### src/rtl/alu_operand_a_mux_if.sv
// Bundles the ALU operand-A select inputs and its combinational/registered outputs.
// With ALU_A_PARITY_EN defined the bundle also carries result_parity.
interface alu_operand_a_mux_if #(
  parameter int WIDTH = 32
);
  logic [WIDTH-1:0] a;
  logic [WIDTH-1:0] b;
  logic             operator;
  logic             in_valid;
  logic             stall;
  logic             flush;
  logic [WIDTH-1:0] result_comb;
  logic [WIDTH-1:0] result;
  logic             out_valid;
  logic             sel_q;
`ifdef ALU_A_PARITY_EN
  logic             result_parity;

  modport master (
    output a, b, operator, in_valid, stall, flush,
    input  result_comb, result, out_valid, sel_q, result_parity
  );
  modport slave (
    input  a, b, operator, in_valid, stall, flush,
    output result_comb, result, out_valid, sel_q, result_parity
  );
`else
  modport master (
    output a, b, operator, in_valid, stall, flush,
    input  result_comb, result, out_valid, sel_q
  );
  modport slave (
    input  a, b, operator, in_valid, stall, flush,
    output result_comb, result, out_valid, sel_q
  );
`endif
endinterface

### src/rtl/alu_operand_a_mux.sv
// ALU operand-A mux: combinational select of a/b plus an execute-stage register.
// Optional ALU_A_PARITY_EN adds a registered even-parity bit of the result.
module alu_operand_a_mux #(
  parameter int               WIDTH       = 32,
  parameter logic [WIDTH-1:0] RESET_VALUE = '0
) (
  input  logic             clk,
  input  logic             rst,
  alu_operand_a_mux_if.slave bus
);

  // Handshake: there is no ready. in_valid qualifies the inputs of the cycle;
  // stall is the only backpressure and freezes the register; out_valid marks
  // result as usable and result must be ignored while out_valid is low.
  logic [WIDTH-1:0] result_comb;
  logic [WIDTH-1:0] result_d;
  logic [WIDTH-1:0] result_q;
  logic             sel_d;
  logic             sel_q;
  logic             out_valid_d;
  logic             out_valid_q;

  always_comb begin
    result_comb = bus.operator ? bus.b : bus.a;
    result_d    = result_q;
    sel_d       = sel_q;
    out_valid_d = out_valid_q;
    // flush outranks stall; with neither, the data register loads even when in_valid is low
    if (bus.flush) begin
      result_d    = RESET_VALUE;
      sel_d       = 1'b0;
      out_valid_d = 1'b0;
    end else if (!bus.stall) begin
      result_d    = result_comb;
      sel_d       = bus.operator;
      out_valid_d = bus.in_valid;
    end
  end

  always_ff @(posedge clk or posedge rst) begin
    if (rst) begin
      result_q    <= RESET_VALUE;
      sel_q       <= 1'b0;
      out_valid_q <= 1'b0;
    end else begin
      result_q    <= result_d;
      sel_q       <= sel_d;
      out_valid_q <= out_valid_d;
    end
  end

  assign bus.result_comb = result_comb;
  assign bus.result      = result_q;
  assign bus.sel_q       = sel_q;
  assign bus.out_valid   = out_valid_q;

`ifdef ALU_A_PARITY_EN
  logic parity_d;
  logic parity_q;

  // Derived from result_d so stall/flush/reset behaviour follows the data register exactly
  assign parity_d = ^result_d;

  always_ff @(posedge clk or posedge rst) begin
    if (rst) begin
      parity_q <= ^RESET_VALUE;
    end else begin
      parity_q <= parity_d;
    end
  end

  assign bus.result_parity = parity_q;
`endif

endmodule

### src/flat_wrapper.sv
// flat-port wrapper written by rule: the top's interface ports become plain ports
module alu_operand_a_mux_flat 
#(
  parameter int               WIDTH       = 32,
  parameter logic [WIDTH-1:0] RESET_VALUE = '0
)
  (clk, rst, bus_a, bus_b, bus_operator, bus_in_valid, bus_stall, bus_flush, bus_result_comb, bus_result, bus_out_valid, bus_sel_q);
  alu_operand_a_mux_if #(.WIDTH(WIDTH)) bus_i ();
  input  logic clk;
  input  logic rst;
  input wire logic [$bits(bus_i.a)-1:0] bus_a;
  input wire logic [$bits(bus_i.b)-1:0] bus_b;
  input wire logic [$bits(bus_i.operator)-1:0] bus_operator;
  input wire logic [$bits(bus_i.in_valid)-1:0] bus_in_valid;
  input wire logic [$bits(bus_i.stall)-1:0] bus_stall;
  input wire logic [$bits(bus_i.flush)-1:0] bus_flush;
  output wire logic [$bits(bus_i.result_comb)-1:0] bus_result_comb;
  output wire logic [$bits(bus_i.result)-1:0] bus_result;
  output wire logic [$bits(bus_i.out_valid)-1:0] bus_out_valid;
  output wire logic [$bits(bus_i.sel_q)-1:0] bus_sel_q;
  assign bus_i.a = bus_a;
  assign bus_i.b = bus_b;
  assign bus_i.operator = bus_operator;
  assign bus_i.in_valid = bus_in_valid;
  assign bus_i.stall = bus_stall;
  assign bus_i.flush = bus_flush;
  assign bus_result_comb = bus_i.result_comb;
  assign bus_result = bus_i.result;
  assign bus_out_valid = bus_i.out_valid;
  assign bus_sel_q = bus_i.sel_q;
  alu_operand_a_mux #(.WIDTH(WIDTH), .RESET_VALUE(RESET_VALUE)) u_core (.clk(clk), .rst(rst), .bus(bus_i));
endmodule
### config.mk
export PLATFORM = sky130hd
export DESIGN_NAME = alu_operand_a_mux_flat
export DESIGN_NICKNAME = d
export VERILOG_FILES = /design/src/rtl/alu_operand_a_mux_if.sv /design/src/rtl/alu_operand_a_mux.sv /design/src/flat_wrapper.sv
export SDC_FILE = /design/constraint.sdc
export NUM_CORES = 1
export LEC_CHECK = 0
export BUFFER_PORTS_ARGS = -buffer_cell sky130_fd_sc_hd__buf_2
export CAP_MARGIN = 0
export CELL_PAD_IN_SITES_DETAIL_PLACEMENT = 0
export CELL_PAD_IN_SITES_GLOBAL_PLACEMENT = 1
export CORE_ASPECT_RATIO = 0.5
export CORE_UTILIZATION = 33
export CTS_CLUSTER_DIAMETER = 60
export DETAILED_ROUTE_END_ITERATION = 10
export PLACE_DENSITY_LB_ADDON = 0.05
export RECOVER_POWER = 100
export SYNTH_ARGS = -nofsm -noshare
export SYNTH_HDL_FRONTEND = slang
export SYNTH_SLANG_ARGS = --single-unit
### constraint.sdc
create_clock -name clk -period 2.55 [get_ports clk]
set_input_delay 0.255 -clock clk [delete_from_list [all_inputs] [get_ports clk]]
set_output_delay 0.255 -clock clk [all_outputs]
set_load 0.05 [all_outputs]
==> flow_summary.ini <==
[detailed_routing]
viasPerCell = 4.59
vias = 1633
dr.pass1.iters = 7
post_drt_wl_per_cell_um = 13.4
drt_iter0_markers = 88
drc = 8
wl_um = 4760
ant_nets = 0

[setup_path]
r2r-start = u_core.bus.result[29]
crit_path_start_kind = input pin
cp_max_fo = 17
worst_ep_arrival_time_ns = 1.62
path_cells = buf_2 -> buf_12 -> mux2_1 -> clkbuf_1
r2r-end = u_core.bus.result[29]
max_stage_delay_ns = 0.44
worstPathRequired_ns = 2.30
reg2reg_slack_ns = 1.76
rr_worst_depth = 2
crit_type = input pin to output pin
critPathCaptureType = output pin
cp_slowest_cell = buf_2

[die]
core_um2 = 5660
dieHeight_um = 57.1
die_area_um2 = 6400
num_rows = 19
io_pins = 136
die_w_um = 112
initial_utilization_pct = 35.4

[global_routing]
use_met2_pct = 24.2
grt-busiest-layer = met2
antenna_found_initial = 0
grt_pass1_vias = 1643
grt_pass1_wl_um = 7730
met3_usage_pct = 5.63
gr-usage-met1_pct = 20.4
overflow = 0
track_usage_pct = 15.3
grt_max_degree = 42

[clock_tree]
numClockSinks = 34
cts_max_path_buffers = 2
root_buffer = clkbuf_16
ctsResizeCount = 0
clk_latency_ns = 0.26
htreeDepth = 2
cts_buffers = 5
cts_tree = done
post_cts_buffers = 0
path_clk_slew_ns = 0.05
holdBufCountCts = 0

[logic_synthesis]
ys_types = 13
seq_area_frac_synth_pct = 42.5
post_synth_main_area_contributors = dfrtp_1 (43%), mux2_4 (22%), o211a_1 (16%), nand2b_1 (10%), buf_12 (3.0%)
synth_top_cell_by_area = dfrtp_1
synth_top_area_share_pct = 42.5
syn-num-nets = 220
synth_seq_cells = 34
ys_warn_count = 0
syn_inst = 150
netlist_area_um2 = 2000
postSynthAreaPerCell_um2 = 13.3

[status]
failed_checks = design-rule violations
outcome = complete, but fails checks

[pwr]
peakVddDrop_mv = 0.221
p_per_area_nw_per_um2 = 640
total_power_w = 0.00171
p_leak_nw = 1.51

[hold_path]
min_path_type = input pin to asynchronous set/reset pin

[placed_design]
place_hpwl_um = 3530
port_buffers = 135
place_congestion = 0.664

[timing]
fin_setup_tns_ns = 0
slew_violations = 0
relSlewSlack_pct = 30.6
finalSetupViolations = 0
finClkSkew_ns = 0
worst_pin_slew_ns = 1.04
max_freq_mhz = 534
hold_viol_final = 0
period_share_pct = 73.5
rsz0062_at_grt = false
period_needed_ns = 1.87

[layout]
nets = 353
drive_above_1_share_pct = 32.2
final_cell_mix = buf_2 (71), clkbuf_1 (69), dfrtp_1 (34)
syn2layout_area_growth_pct = 33.5
num_antenna_cells = 0
final_common_cell = buf_2

[flow_run]
drv_cap = 0
[layout make-up]
| type | count | area (um2) |
|---|---|---|
| fillers | 557 | 2990 |
| well taps | 73 | 91.3 |
| multi-input cells | 100 | 953 |
| inverters | 2 | 7.51 |
| repair buffers | 140 | 634 |
| clock buffers | 7 | 133 |
| flip-flops and latches | 34 | 851 |
[synthesized netlist by cell type]
| cell type | n |
|---|---|
| o211a_1 | 32 |
| mux2_4 | 29 |
| mux2i_1 | 2 |
| buf_2 | 1 |
| nor2_1 | 2 |
| dfrtp_1 | 34 |
| buf_12 | 3 |
| clkbuf_1 | 5 |
| buf_4 | 4 |
| buf_6 | 1 |
| inv_1 | 2 |
| nand2b_1 | 32 |
| mux2_2 | 3 |
[worst max-delay path: cells and delay by family]
kind | cells | cell delay (ns)
muxes | 1 | 0.37
buffers and inverters | 3 | 0.98
[state kept, by name, indices dropped and copies added (netlist names)]
signal,count
u_core.bus.sel_q,1
u_core.bus.result,32
u_core.bus.out_valid,1
[worst max path at each step]
| stage | startpoint | end | slack [ns] |
|---|---|---|---|
| final | bus_operator | bus_result_comb[15] | 0.68 |
| after global routing | bus_stall | u_core.bus.result[25] | 0.49 |
| after CTS | bus_operator | bus_result_comb[15] | 0.76 |
| after detailed placement | bus_operator | bus_result_comb[15] | 0.76 |
| after global placement | bus_operator | bus_result_comb[14] | 0.79 |
| after floorplan | bus_operator | u_core.bus.result[0] | 1.31 |
[per-stage QoR]
stage / util, % / area [um2] / instances / setup WS [ns] / hold slack (ns)
floorplan: - / 2000 / 150 / 1.31 / 0.321
global placement: 47.6 / 2690 / 349 / 0.788 / 0.354
detailed placement: 47.6 / 2690 / 349 / 0.759 / 0.358
CTS: 49.9 / 2830 / 356 / 0.759 / 0.0705
global route: 47.2 / 2670 / 356 / 0.492 / 0.0941
finish: 47.2 / 2670 / 356 / 0.676 / 0.0429
[per-layer routing]
layer,part of all wire [%],vias to the layer above
met2,44,76
met1,46,753
met4,0.38,0
met3,9.5,2
met5,0,-
li1,-,802
[cell families after synthesis]
group / synth area share [%]
multiplexers: 24.5
flip-flops: 42.5
AND/OR/NAND/NOR: 10.4
AO/OA/AOI/OAI: 16.0
buffers and inverters: 6.63
[report_power, final]
group          leakage [nW]  internal, W  switching (W)
registers             0.442     0.000578      0.0000166
clock network        0.0640     0.000356       0.000196
logic                  1.00     0.000155       0.000408
Note: power is estimated with default switching activity, not from simulation.
